[src/rtl/fir_pkg.sv]
`default_nettype none
// ============================================================================
// Module      : fir_pkg
// Description : Shared constants and round/narrow helper for the FIR
//               decimator. Honours FIR_DECIM_SAT_EN (saturate instead of wrap).
// Revision    : 1.0 - initial release
// ============================================================================
package fir_pkg;

    localparam int                  c_PHASE_W       = 7;
    localparam logic [c_PHASE_W-1:0] c_PHASE_LAST   = 7'h7F;
    localparam int                  c_DEF_IN_WIDTH  = 20;
    localparam int                  c_DEF_OUT_WIDTH = 16;

    // Round-half-up by in_w-out_w bits; result is sign-extended in 32 bits,
    // callers keep the low out_w bits (wrap) unless saturation is compiled in.
    function automatic logic signed [31:0] round_narrow(
        input logic signed [31:0] v,
        input int                 in_w,
        input int                 out_w
    );
        int                 s;
        logic signed [31:0] acc;
`ifdef FIR_DECIM_SAT_EN
        logic signed [31:0] hi;
        logic signed [31:0] lo;
`endif
        s   = in_w - out_w;
        acc = (v + (32'sd1 <<< (s - 1))) >>> s;
`ifdef FIR_DECIM_SAT_EN
        hi  = (32'sd1 <<< (out_w - 1)) - 32'sd1;
        lo  = -(32'sd1 <<< (out_w - 1));
        if (acc > hi) acc = hi;
        if (acc < lo) acc = lo;
`endif
        return acc;
    endfunction

endpackage
`default_nettype wire

[src/rtl/fir_decimator_if.sv]
`default_nettype none
// ============================================================================
// Module      : fir_decimator_if
// Description : Filter-side input and valid/ready output bundle of the
//               decimator; master = environment, slave = decimator.
// Revision    : 1.0 - initial release
// ============================================================================
interface fir_decimator_if
    import fir_pkg::*;
#(
    parameter int IN_WIDTH  = c_DEF_IN_WIDTH,
    parameter int OUT_WIDTH = c_DEF_OUT_WIDTH
);
    logic                        fir_ready;
    logic signed [IN_WIDTH-1:0]  in_sig;
    logic signed [OUT_WIDTH-1:0] out_data;
    logic                        out_valid;
    logic                        out_ready;
    logic                        ovf;
    logic                        clr_ovf;

    modport master (
        output fir_ready, in_sig, out_ready, clr_ovf,
        input  out_data, out_valid, ovf
    );

    modport slave (
        input  fir_ready, in_sig, out_ready, clr_ovf,
        output out_data, out_valid, ovf
    );
endinterface
`default_nettype wire

[src/rtl/sync_fifo.sv]
`default_nettype none
// ============================================================================
// Module      : sync_fifo
// Description : Single-clock FIFO, register-array storage, head read from a
//               register; accepts a push while full only with a same-cycle pop.
// Revision    : 1.0 - initial release
// ============================================================================
module sync_fifo #(
    parameter int WIDTH = 16,
    parameter int DEPTH = 4
) (
    input  wire logic             clk,
    input  wire logic             rst_n,
    input  wire logic             i_push,
    input  wire logic             i_pop,
    input  wire logic [WIDTH-1:0] i_din,
    output logic      [WIDTH-1:0] o_dout,
    output logic                  o_full,
    output logic                  o_empty
);
    localparam int               c_AW   = $clog2(DEPTH);
    localparam logic [c_AW:0]    c_FULL = (c_AW + 1)'(DEPTH);

    logic [WIDTH-1:0] r_mem [DEPTH];
    logic [c_AW-1:0]  r_wr;
    logic [c_AW-1:0]  r_rd;
    logic [c_AW:0]    r_cnt;
    logic             w_push;
    logic             w_pop;

    assign o_empty = (r_cnt == '0);
    assign o_full  = (r_cnt == c_FULL);
    assign w_pop   = i_pop && !o_empty;
    assign w_push  = i_push && (!o_full || w_pop);
    assign o_dout  = r_mem[r_rd];

    always_ff @(posedge clk or negedge rst_n) begin
        if (!rst_n) begin
            for (int i = 0; i < DEPTH; i++) r_mem[i] <= '0;
            r_wr  <= '0;
            r_rd  <= '0;
            r_cnt <= '0;
        end else begin
            if (w_push) begin
                r_mem[r_wr] <= i_din;
                r_wr        <= r_wr + 1'b1;
            end
            if (w_pop) r_rd <= r_rd + 1'b1;
            case ({w_push, w_pop})
                2'b10:   r_cnt <= r_cnt + 1'b1;
                2'b01:   r_cnt <= r_cnt - 1'b1;
                default: r_cnt <= r_cnt;
            endcase
        end
    end
endmodule
`default_nettype wire

[src/rtl/fir_decimator.sv]
`default_nettype none
// ============================================================================
// Module      : fir_decimator
// Description : Tracks the 128-tap filter's ready schedule, keeps every
//               DECIM-th result, rounds it to OUT_WIDTH and queues it.
//               FIR_DECIM_SAT_EN: saturate on narrowing instead of wrapping.
// Revision    : 1.0 - initial release
// ============================================================================
module fir_decimator
    import fir_pkg::*;
#(
    parameter int IN_WIDTH   = c_DEF_IN_WIDTH,
    parameter int OUT_WIDTH  = c_DEF_OUT_WIDTH,
    parameter int DECIM      = 4,
    parameter int FIFO_DEPTH = 4
) (
    input wire logic       clk,
    input wire logic       rst_n,
    fir_decimator_if.slave bus
);
    localparam logic [7:0] c_DCNT_MAX = 8'(DECIM - 1);

    logic [c_PHASE_W-1:0] r_phase;
    logic                 r_cap_pend;
    logic [7:0]           r_dcnt;
    logic [OUT_WIDTH-1:0] r_rnd;
    logic                 r_push;
    logic                 r_ovf;

    logic                 w_full;
    logic                 w_empty;
    logic                 w_pop;
    logic                 w_drop;
    logic [OUT_WIDTH-1:0] w_dout;
    logic signed [31:0]   w_in_ext;

    assign w_in_ext = {{(32 - IN_WIDTH){bus.in_sig[IN_WIDTH-1]}}, bus.in_sig};
    assign w_pop    = !w_empty && bus.out_ready;
    // A full FIFO still takes the push if the head leaves in the same cycle.
    assign w_drop   = r_push && w_full && !w_pop;

    always_ff @(posedge clk or negedge rst_n) begin
        if (!rst_n) begin
            r_phase    <= c_PHASE_LAST;
            r_cap_pend <= 1'b0;
            r_dcnt     <= 8'd0;
            r_rnd      <= '0;
            r_push     <= 1'b0;
            r_ovf      <= 1'b0;
        end else begin
            if (bus.fir_ready) r_phase <= r_phase + 1'b1;
            // Filter reloads filtred_sig on the ready edge that wraps its read index.
            r_cap_pend <= bus.fir_ready && (r_phase == c_PHASE_LAST);
            r_push     <= r_cap_pend && (r_dcnt == 8'd0);
            if (r_cap_pend) begin
                r_rnd  <= OUT_WIDTH'(round_narrow(w_in_ext, IN_WIDTH, OUT_WIDTH));
                r_dcnt <= (r_dcnt == c_DCNT_MAX) ? 8'd0 : r_dcnt + 8'd1;
            end
            if (w_drop)           r_ovf <= 1'b1;
            else if (bus.clr_ovf) r_ovf <= 1'b0;
        end
    end

    sync_fifo #(
        .WIDTH (OUT_WIDTH),
        .DEPTH (FIFO_DEPTH)
    ) u_fifo (
        .clk     (clk),
        .rst_n   (rst_n),
        .i_push  (r_push),
        .i_pop   (w_pop),
        .i_din   (r_rnd),
        .o_dout  (w_dout),
        .o_full  (w_full),
        .o_empty (w_empty)
    );

    assign bus.out_valid = !w_empty;
    assign bus.out_data  = w_dout;
    assign bus.ovf       = r_ovf;
endmodule
`default_nettype wire

[src/flat_wrapper.sv]
// flat-port wrapper written by rule: the top's interface ports become plain ports
module fir_decimator_flat import fir_pkg::*;
#(
    parameter int IN_WIDTH   = c_DEF_IN_WIDTH,
    parameter int OUT_WIDTH  = c_DEF_OUT_WIDTH,
    parameter int DECIM      = 4,
    parameter int FIFO_DEPTH = 4
)
  (clk, rst_n, bus_fir_ready, bus_in_sig, bus_out_ready, bus_clr_ovf, bus_out_data, bus_out_valid, bus_ovf);
  fir_decimator_if #(.IN_WIDTH(IN_WIDTH), .OUT_WIDTH(OUT_WIDTH)) bus_i ();
  input wire logic clk;
  input wire logic rst_n;
  input wire logic [$bits(bus_i.fir_ready)-1:0] bus_fir_ready;
  input wire logic [$bits(bus_i.in_sig)-1:0] bus_in_sig;
  input wire logic [$bits(bus_i.out_ready)-1:0] bus_out_ready;
  input wire logic [$bits(bus_i.clr_ovf)-1:0] bus_clr_ovf;
  output wire logic [$bits(bus_i.out_data)-1:0] bus_out_data;
  output wire logic [$bits(bus_i.out_valid)-1:0] bus_out_valid;
  output wire logic [$bits(bus_i.ovf)-1:0] bus_ovf;
  assign bus_i.fir_ready = bus_fir_ready;
  assign bus_i.in_sig = bus_in_sig;
  assign bus_i.out_ready = bus_out_ready;
  assign bus_i.clr_ovf = bus_clr_ovf;
  assign bus_out_data = bus_i.out_data;
  assign bus_out_valid = bus_i.out_valid;
  assign bus_ovf = bus_i.ovf;
  fir_decimator #(.IN_WIDTH(IN_WIDTH), .OUT_WIDTH(OUT_WIDTH), .DECIM(DECIM), .FIFO_DEPTH(FIFO_DEPTH)) u_core (.clk(clk), .rst_n(rst_n), .bus(bus_i));
endmodule
[config.mk]
export PLATFORM = sky130hd
export DESIGN_NAME = fir_decimator_flat
export DESIGN_NICKNAME = d
export VERILOG_FILES = /design/src/rtl/fir_pkg.sv /design/src/rtl/fir_decimator_if.sv /design/src/rtl/sync_fifo.sv /design/src/rtl/fir_decimator.sv /design/src/flat_wrapper.sv
export SDC_FILE = /design/constraint.sdc
export NUM_CORES = 1
export LEC_CHECK = 0
export BUFFER_PORTS_ARGS = -buffer_cell sky130_fd_sc_hd__buf_4
export CORE_ASPECT_RATIO = 0.75
export CORE_MARGIN = 2
export CORE_UTILIZATION = 57
export DETAILED_ROUTE_END_ITERATION = 12
export GPL_ROUTABILITY_DRIVEN = 0
export PLACE_DENSITY = 0.84
export SLEW_MARGIN = 20
export SYNTH_ARGS = -nofsm -noshare
export SYNTH_HDL_FRONTEND = slang
export SYNTH_HIERARCHICAL = 1
export SYNTH_SLANG_ARGS = --single-unit
[constraint.sdc]
create_clock -name clk -period 2.81 [get_ports clk]
set_input_delay 0.7025 -clock clk [delete_from_list [all_inputs] [get_ports clk]]
set_output_delay 0.7025 -clock clk [all_outputs]
set_load 0.005 [all_outputs]
==> flow_summary.ini, run 1 <==
[run_status]
outcome = completed

[clock_tree]
cts_root_buf = clkbuf_16
tritoncts = built
cts_max_level = 3
cts_num_sinks = 105
cts_buffer_depth = 2
numCtsBuffers = 9
cts-hold-fix-buffers = 0
clock_latency_ns = 0.34
clkTransAtPathRegs_ns = 0.07
cts_setup_buffers = 0
cts-resized-gates = 0

[power_and_ir_drop]
seqPwrFrac_pct = 47.1
power_density_nw_per_um2 = 656.5
peakVddDrop_v = 0.0006128
leakage_nw = 2.642
pwr-share-clk_pct = 36.8
p_sw_share_pct = 25.32
finalPower_w = 0.003684
p_int_w = 0.002751
switchingPower_w = 0.0009329
pwr-share-comb_pct = 16.2

[grt]
grt_pass1_wl_mm = 15.33
track_usage_pct = 21.46
antenna_found_initial = 0
grt_pass1_vias = 2965
overflow = 0
grt_start_max_net_pins = 54

[layout]
diodes = 0
area_delta_synth_final_pct = 15.30
n_fill_cell = 587
drive_above_1_share_pct = 39.12
nets = 439

[timing]
fin_ws_ns = 0.3092
setup_viol = 0
final.setup.tns_ns = 0
skew_ns = 0.006089
worstMarginPinSlew_ns = 0.6741
rsz0062_at_grt = false
fmax_ghz = 0.3999
finalCritPeriodShare_pct = 89.00
relSlewSlack_pct = 55.06
timing.final.hold_violations = 0
min_period_ns = 2.501
drv_slew = 0

[synthesis]
yosys_register_bits = 105
syn_nets = 392
yosysTopAreaCellShare_pct = 50.39
synth-adder-area-share_pct = 2.725
synth_top_family_by_area = multiplexers
synth.area.top_cells = dfrtp_1, mux2_2, mux4_2, dfstp_2, xnor2_1
yosys-top-cells-count = dfrtp_1, mux2_2, xnor2_1
yosys_warnings = 6
synth_edf_count = 0
synth_cell_types = 37
syn_area_um2 = 4867
synthFlopType = dfrtp_1
synthXorXnorAreaFrac_pct = 5.578
ys_async_sr_fraction_pct = 100.0
yosysMostFrequentCell = dfrtp_1
synthMuxAreaShare_pct = 23.11
synth-compound-area-share_pct = 2.365
syn_area_per_cell_um2 = 13.63
yosys.area.top_type = dfrtp_1
netlist_instances = 357
yosys.area_share.simple_pct = 9.049
ys_seq_area_share_pct = 54.16

[worst_setup_path]
cp_max_fo = 5
worstPathRequired_ns = 3.07
critPathCaptureType = register
criticalPathCategory = register to register
crit_path_start_kind = register
arrival_ns = 2.76

[place]
dp_hpwl_mm = 6.252
post-place-ws_ns = 0.1848
numPortBuffers = 39

[route]
viasPerCell = 5.654
totalWireLength_mm = 9.168
drtIter0Drc = 157
firstDrtPassIters = 4
ant_nets = 0
drc_errors = 0
wire_per_inst_um = 17.73
vias = 2923

[die]
fp.dieH_um = 84.03
io-pin-count = 43
die_area_um2 = 9302
initial_core_util_pct = 58.07
die_w_um = 110.7
fp.coreArea_um2 = 8382
rows = 29

[min_path]
hold_path_class = input port to asynchronous set/reset pin

[run]
cap_violations = 0
[layout make-up]
type	instances	area (um^2)	area share, %
sequential	105	2636	46.98
multi-input combinational	227	2085	37.15
timing repair buffer	49	380.4	6.778
clock inverter	4	73.82	1.315
tap	108	135.1	2.408
clock buffer	12	256.5	4.571
inverter	12	45.04	0.8027
[registers in the layout, indices dropped and copies added, names as in the netlist]
signal               flops
u_core/r_dcnt            8
u_core/bus.ovf           1
u_core/r_rnd            16
u_core/u_fifo/r_mem     64
u_core/u_fifo/r_rd       2
u_core/u_fifo/r_wr       2
u_core/r_phase           7
u_core/r_cap_pend        1
u_core/u_fifo/r_cnt      3
u_core/r_push            1
[path summary, 6_finish.rpt]
check                                        from                       to  slack [ns]  depth (start not counted)
setup / recovery           u_core/u_fifo/r_cnt[0]   u_core/u_fifo/r_cnt[2]        0.31                         10
hold reg to reg                  u_core/r_dcnt[7]         u_core/r_dcnt[7]        0.48                          1
hold / removal                              rst_n  u_core/u_fifo/r_mem[56]        0.39                          1
setup reg to reg           u_core/u_fifo/r_cnt[0]   u_core/u_fifo/r_cnt[2]        0.31                         10
min in group clk                 u_core/r_dcnt[7]         u_core/r_dcnt[7]        0.48                          1
max in group asynchronous                   rst_n  u_core/u_fifo/r_mem[21]        1.69                          2
[per-layer routing]
metal | track usage (%) | part of all wire [%]
met3 | 6.173 | 5.1
met2 | 32.68 | 47
met4 | 6.364 | 1.2
met5 | 0 | 0
met1 | 30.40 | 47
[power groups by stage]
stage | logic [W] | clock network (W) | registers [W]
finish | 0.000596 | 0.00135 | 0.00173
floorplan | 0.000433 | 0 | 0.00174
global placement | 0.000576 | 0 | 0.00175
CTS | 0.000604 | 0.00138 | 0.00173
detailed placement | 0.000598 | 0 | 0.00176
global route | 0.000659 | 0.00144 | 0.00175
[critical path: stages (launching register included)]
cell and delay [ns]:
dfrtp_1 0.46, nor3_1 0.27, nor2b_1 0.15, nor4b_4 0.25, nand2b_1 0.22, ha_1 0.21
inv_1 0.06, fa_1 0.37, xor2_1 0.15, nor2_1 0.12, xor2_1 0.17
[logic make-up after synthesis]
| family | after synthesis |
|---|---|
| buffers and inverters | 25 |
| AOI/OAI and AO/OA | 21 |
| DFF | 105 |
| xor gates and xnor gates | 31 |
| muxes | 84 |
| adders and majority gates | 10 |
| and+or+nand+nor | 81 |
[cells in the final DEF, fill, tap and decap left out, types with 2 or more instances in the layout]
cell type and instances:
dfrtp_1 98, mux2_2 67, buf_4 48, xnor2_1 21, nor2_1 19, mux4_2 16, nand2_1 15, a21oi_1 14
inv_1 12, xor2_1 10, clkbuf_16 9, nand3_1 9, nand4_1 9, ha_1 9, dfstp_2 7, nor3_1 6
nor4_1 5, nor2_2 4, and3_1 3, bufinv_16 2, clkbuf_8 2, and2_1 2, or4_1 2, o22ai_1 2
nand2b_1 2, o21ai_0 2
[through the flow]
| stage | instance area [um^2] | instances | hold WS, ns | util [%] |
|---|---|---|---|---|
| global route | 5612 | 517 | 0.4391 | 66.95 |
| CTS | 5612 | 517 | 0.4122 | 66.95 |
| finish | 5612 | 517 | 0.3882 | 66.95 |
| floorplan | 4867 | 357 | 0.4069 | - |
| detailed placement | 5281 | 501 | 0.4603 | 63.01 |
| global placement | 5281 | 501 | 0.4529 | 63.01 |
Note: power is estimated with default switching activity, not from simulation.
==> run 2: changes to the inputs <==
BUFFER_PORTS_ARGS = not set   (was -buffer_cell sky130_fd_sc_hd__buf_4)
DONT_BUFFER_PORTS = 1   (was not set)
PLACE_DENSITY = 0.79   (was 0.84)
clock period = 2.31 ns   (was 2.81 ns; I/O delays follow)
==> run 2 against run 1 <==
Fmax rose by 11%. Core utilization is 3.4 points lower. Combinational power increased by 28%. The flow now finishes with violations (negative hold slack).
==> flow_summary.ini, run 2 (synthesis gave the netlist of run 1 again) <==
[run_status]
outcome = finished, violations left
violations = negative hold slack

[die]
fp.dieH_um = 84.03
die_w_um = 110.7
rows = 29
io-pin-count = 43
fp.coreArea_um2 = 8382
die_area_um2 = 9302
initial_core_util_pct = 58.07

[grt]
grt_start_max_net_pins = 106
grt_pass1_vias = 2879
grt_busiest_layer = met2
antenna_found_initial = 0
use_met3_pct = 6.391
grt_pass1_wl_mm = 15.50
grt_use_met1_pct = 30.55
grtUsageMet2_pct = 33.30
track_usage_pct = 21.74
overflow = 0

[layout]
final_common_cell = dfrtp_1
diodes = 0
drive_above_1_share_pct = 33.87
regMostFlops = u_core/u_fifo/r_mem
largest_reg_flops = 64
area_delta_synth_final_pct = 9.409
nets = 402
n_fill_cell = 633
layout_common_cells = dfrtp_1, mux2_2, xnor2_1, nor2_1, mux4_2
largestRegisters = u_core/u_fifo/r_mem (64), u_core/r_rnd (16), u_core/r_dcnt (8)

[timing]
finalCritPeriodShare_pct = 97.13
fin_ws_ns = 0.06625
drv_slew = 0
worstMarginPinSlew_ns = 1.054
fmax_ghz = 0.4457
skew_ns = 0.006915
holdWs_ns = -0.08013
min_period_ns = 2.244
setup_viol = 0
timing.final.hold_violations = 98
rsz0062_at_grt = true
relSlewSlack_pct = 29.63

[worst_setup_path]
critPathCaptureType = register
crit_path_start_kind = register
cp_max_fo = 16
criticalPathCategory = register to register
worstPathRequired_ns = 2.54
arrival_ns = 2.47

[route]
viasPerCell = 5.881
totalWireLength_mm = 9.271
vias = 2823
drc_errors = 0
drtIter0Drc = 160
ant_nets = 0
wire_per_inst_um = 19.31
firstDrtPassIters = 4

[clock_tree]
cts_root_buf = clkbuf_16
tritoncts = built
clock_latency_ns = 0.34
cts_num_sinks = 105
cts_max_level = 3
numCtsBuffers = 9
cts_buffer_depth = 2
clkTransAtPathRegs_ns = 0.07

[power_and_ir_drop]
peakVddDrop_v = 0.0006866
leakage_nw = 2.426
power_density_nw_per_um2 = 820.4

[place]
dp_hpwl_mm = 6.151
numPortBuffers = 0
post-place-ws_ns = -0.06845

[min_path]
hold_path_class = input port to asynchronous set/reset pin

[run]
cap_violations = 0
[run 2: cell count changes in the layout (fill, tap and decap cells not counted), sizes merged]
cell / before / now
clkbuf: 12 / 14
buf: 49 / 12
inv: 13 / 12
clkinv: 1 / 0
clkinvlp: 0 / 1
bufinv: 2 / 1
[run 2: worst paths after layout]
path | start | end | slack, ns | depth (start not counted)
worst min-delay path | rst_n | u_core/u_fifo/r_mem[56] | -0.08 | 0
worst min register to register | u_core/r_dcnt[7] | u_core/r_dcnt[7] | 0.48 | 1
min in group clk | bus_fir_ready | u_core/r_phase[0] | 0.29 | 1
worst max-delay path | u_core/u_fifo/r_cnt[2] | u_core/u_fifo/r_mem[16] | 0.07 | 6
worst max register to register | u_core/u_fifo/r_cnt[2] | u_core/u_fifo/r_mem[16] | 0.07 | 6
max in group asynchronous | rst_n | u_core/r_phase[0] | 2.15 | 0
[run 2: critical path, stage by stage, from the launching register on]
cell and delay, ns:
dfrtp_2 0.44, nor3_4 0.05, nor2b_2 0.17, nor4b_4 0.07, buf_4 0.16, nor2_2 0.81, mux2_2 0.42
[run 2: per-layer routing]
layer,vias up,share of wire (%)
li1,1298,-
met1,1474,46
met2,43,48
met3,8,4.9
met4,0,1.1
met5,-,0
[run 2: per-stage QoR]
step                      power (W)  setup TNS (ns)  util [%]  instance area [um^2]  cells
after CTS                  0.004391               0     63.17                  5295    477
final                      0.004369               0     63.53                  5325    480
after floorplan            0.002664        -0.03817         -                  4897    357
after global placement     0.002838         -0.9438     59.64                  4999    461
after detailed placement   0.002877          -2.078     59.64                  4999    461
after global routing       0.004567         -0.5441     63.53                  5325    480
[run 2: layout make-up]
cell class                 count  area (um^2)  area share, %
clock inverter                 2        37.54         0.7049
inverter                      12        45.04         0.8459
tap                          108        135.1          2.538
clock buffer                  14        254.0          4.770
timing repair buffer          12        90.09          1.692
sequential                   105         2638          49.53
multi-input combinational    227         2126          39.92
[run 2: repair_timing]
item | in CTS | in global routing
pin swaps | 0 | 4
hold endpoints to repair | 98 | 98
cloned | 0 | 0
endpoints found under the setup margin | 1 | 49
gates resized for setup | 1 | 2
setup buffers | 0 | 3
[run 2: where the power goes]
part	total, W	internal, W	switching [W]	leakage, nW
Sequential	0.00210	0.00200	0.000106	1.35
Clock	0.00150	0.000872	0.000632	0.137
Combinational	0.000762	0.000386	0.000376	0.937
Total	0.00437	0.00325	0.00111	2.43
==> run 3: changes to the inputs <==
RECOVER_POWER = 50   (was not set)
clock period = 2.35 ns   (was 2.31 ns; I/O delays follow)
==> run 3 against run 2 <==
The flow still finishes with violations (negative hold slack). Critical path depth is the same. Cell count shrank 0.21%. Clock skew shrank 0.00091 ns. Wire length shrank 3.2%. Combinational power shrank 0.7%. Die area is the same. Via count shrank 1.7%. Setup slack gained 0.030 ns.
==> flow_summary.ini, run 3 (synthesis gave the netlist of run 1 again) <==
[timing]
min_period_ns = 2.254
setup_viol = 0
drv_slew = 0
fmax_ghz = 0.4437
relSlewSlack_pct = 29.19
skew_ns = 0.006000
rsz0062_at_grt = true
holdWs_ns = -0.06435
timing.final.hold_violations = 98
finalCritPeriodShare_pct = 95.91
worstMarginPinSlew_ns = 1.061

[power_and_ir_drop]
peakVddDrop_v = 0.0005336
power_density_nw_per_um2 = 840.1
leakage_nw = 2.446

[place]
place_inst = 461
numPortBuffers = 0
dp_hpwl_mm = 6.028

[layout]
largest_reg_flops = 64
stdcell_count = 479
largestRegisters = u_core/u_fifo/r_mem (64), u_core/r_rnd (16), u_core/r_dcnt (8)
area_delta_synth_final_pct = 10.33
final_util_pct = 64.07
diodes = 0
n_fill_cell = 624
multi_input_area_um2 = 2126
final_common_cell = dfrtp_1
layout_common_cells = dfrtp_1, mux2_2, xnor2_1, nor2_1, mux4_2
drive_above_1_share_pct = 34.50
regMostFlops = u_core/u_fifo/r_mem
seq_area_um2 = 2638
nets = 401

[route]
firstDrtPassIters = 4
drc_errors = 0
vias = 2776
ant_nets = 0
viasPerCell = 5.795
totalWireLength_mm = 8.976
drtIter0Drc = 159
wire_per_inst_um = 18.74

[grt]
grt_pass1_vias = 2851
grt_start_max_net_pins = 106
track_usage_pct = 21.63
overflow = 0
antenna_found_initial = 0
grt_pass1_wl_mm = 15.15

[clock_tree]
cts_root_buf = clkbuf_16
numCtsBuffers = 9
cts_num_sinks = 105
tritoncts = built
clock_latency_ns = 0.34
clkTransAtPathRegs_ns = 0.06
cts_max_level = 3
cts_buffer_depth = 2

[run]
cap_violations = 0

[worst_setup_path]
worstPathRequired_ns = 2.58
criticalPathCategory = register to register
cp-startpoint = u_core/u_fifo/r_cnt[2]
cp_max_fo = 16
r2r-start = u_core/u_fifo/r_cnt[2]
arrival_ns = 2.48
critPathCaptureType = register
crit_path_start_kind = register
rrSetupSlack_ns = 0.1

[die]
fp.dieH_um = 84.03
io-pin-count = 43
initial_core_util_pct = 58.07
fp.coreArea_um2 = 8382
die_w_um = 110.7
rows = 29
die_area_um2 = 9302

[run_status]
outcome = finished, violations left
violations = negative hold slack

[min_path]
hold_path_class = input port to asynchronous set/reset pin
run 3: cell count changes in the layout (fill, tap and decap cells not counted), sizes merged:
cell      change
clkinv        +2
clkinvlp      +1
buf           -1
bufinv        +2
clkbuf        -5
run 3: final timing paths:
kind | cells past startpoint | to
worst max-delay path | 6 | u_core/u_fifo/r_mem[8]
worst min-delay path | 0 | u_core/u_fifo/r_mem[40]
worst max register to register | 6 | u_core/u_fifo/r_mem[8]
worst min register to register | 1 | u_core/r_dcnt[7]
max in group asynchronous | 0 | u_core/r_phase[1]
min in group clk | 1 | u_core/r_phase[0]
run 3: repair_timing:
action	in CTS	in global routing
setup buffers	0	2
hold endpoints to repair	98	98
gates resized for setup	0	3
endpoints found under the setup margin	0	65
run 3: worst max-delay path, cell delays in order (launching register included):
cell,delay (ns)
dfrtp_2,0.43
nor3_4,0.06
nor2b_2,0.17
nor4b_4,0.07
buf_4,0.16
nor2_2,0.82
mux2_2,0.43
run 3: final cells by class:
cell class                 instances  share of cell area (%)
clock buffer                       9                   4.194
clock inverter                     7                   2.213
inverter                          12                  0.8388
multi-input combinational        227                   39.59
sequential                       105                   49.11
tap                              108                   2.516
timing repair buffer              11                   1.538
run 3: report_power, final:
group          leakage (nW)  switching [W]  internal [W]
sequential             1.35       0.000107       0.00196
clock                 0.162       0.000648       0.00104
combinational         0.933       0.000369      0.000388
total                  2.45        0.00112       0.00339
run 3: stage by stage:
stage	power, W	instance area (um^2)	setup TNS, ns	setup WS [ns]
floorplan	0.002619	4897	-0.008175	-0.008175
global placement	0.002791	4999	-0.1044	-0.008664
detailed placement	0.002835	4999	-0.7423	-0.03036
CTS	0.004528	5343	0	0.05775
global route	0.004729	5370	-0.02031	-0.02031
finish	0.004511	5370	0	0.09621
run 3: layer usage:
layer | routed length, um | part of all wire [%] | vias to the layer above | GRT usage, %
met3 | 385 | 4.3 | 11 | 7.117
met5 | 0 | 0 | - | 0
met4 | 134 | 1.5 | 0 | 7.273
li1 | - | - | 1294 | -
met1 | 4251 | 47 | 1437 | 30.17
met2 | 4205 | 47 | 34 | 32.35
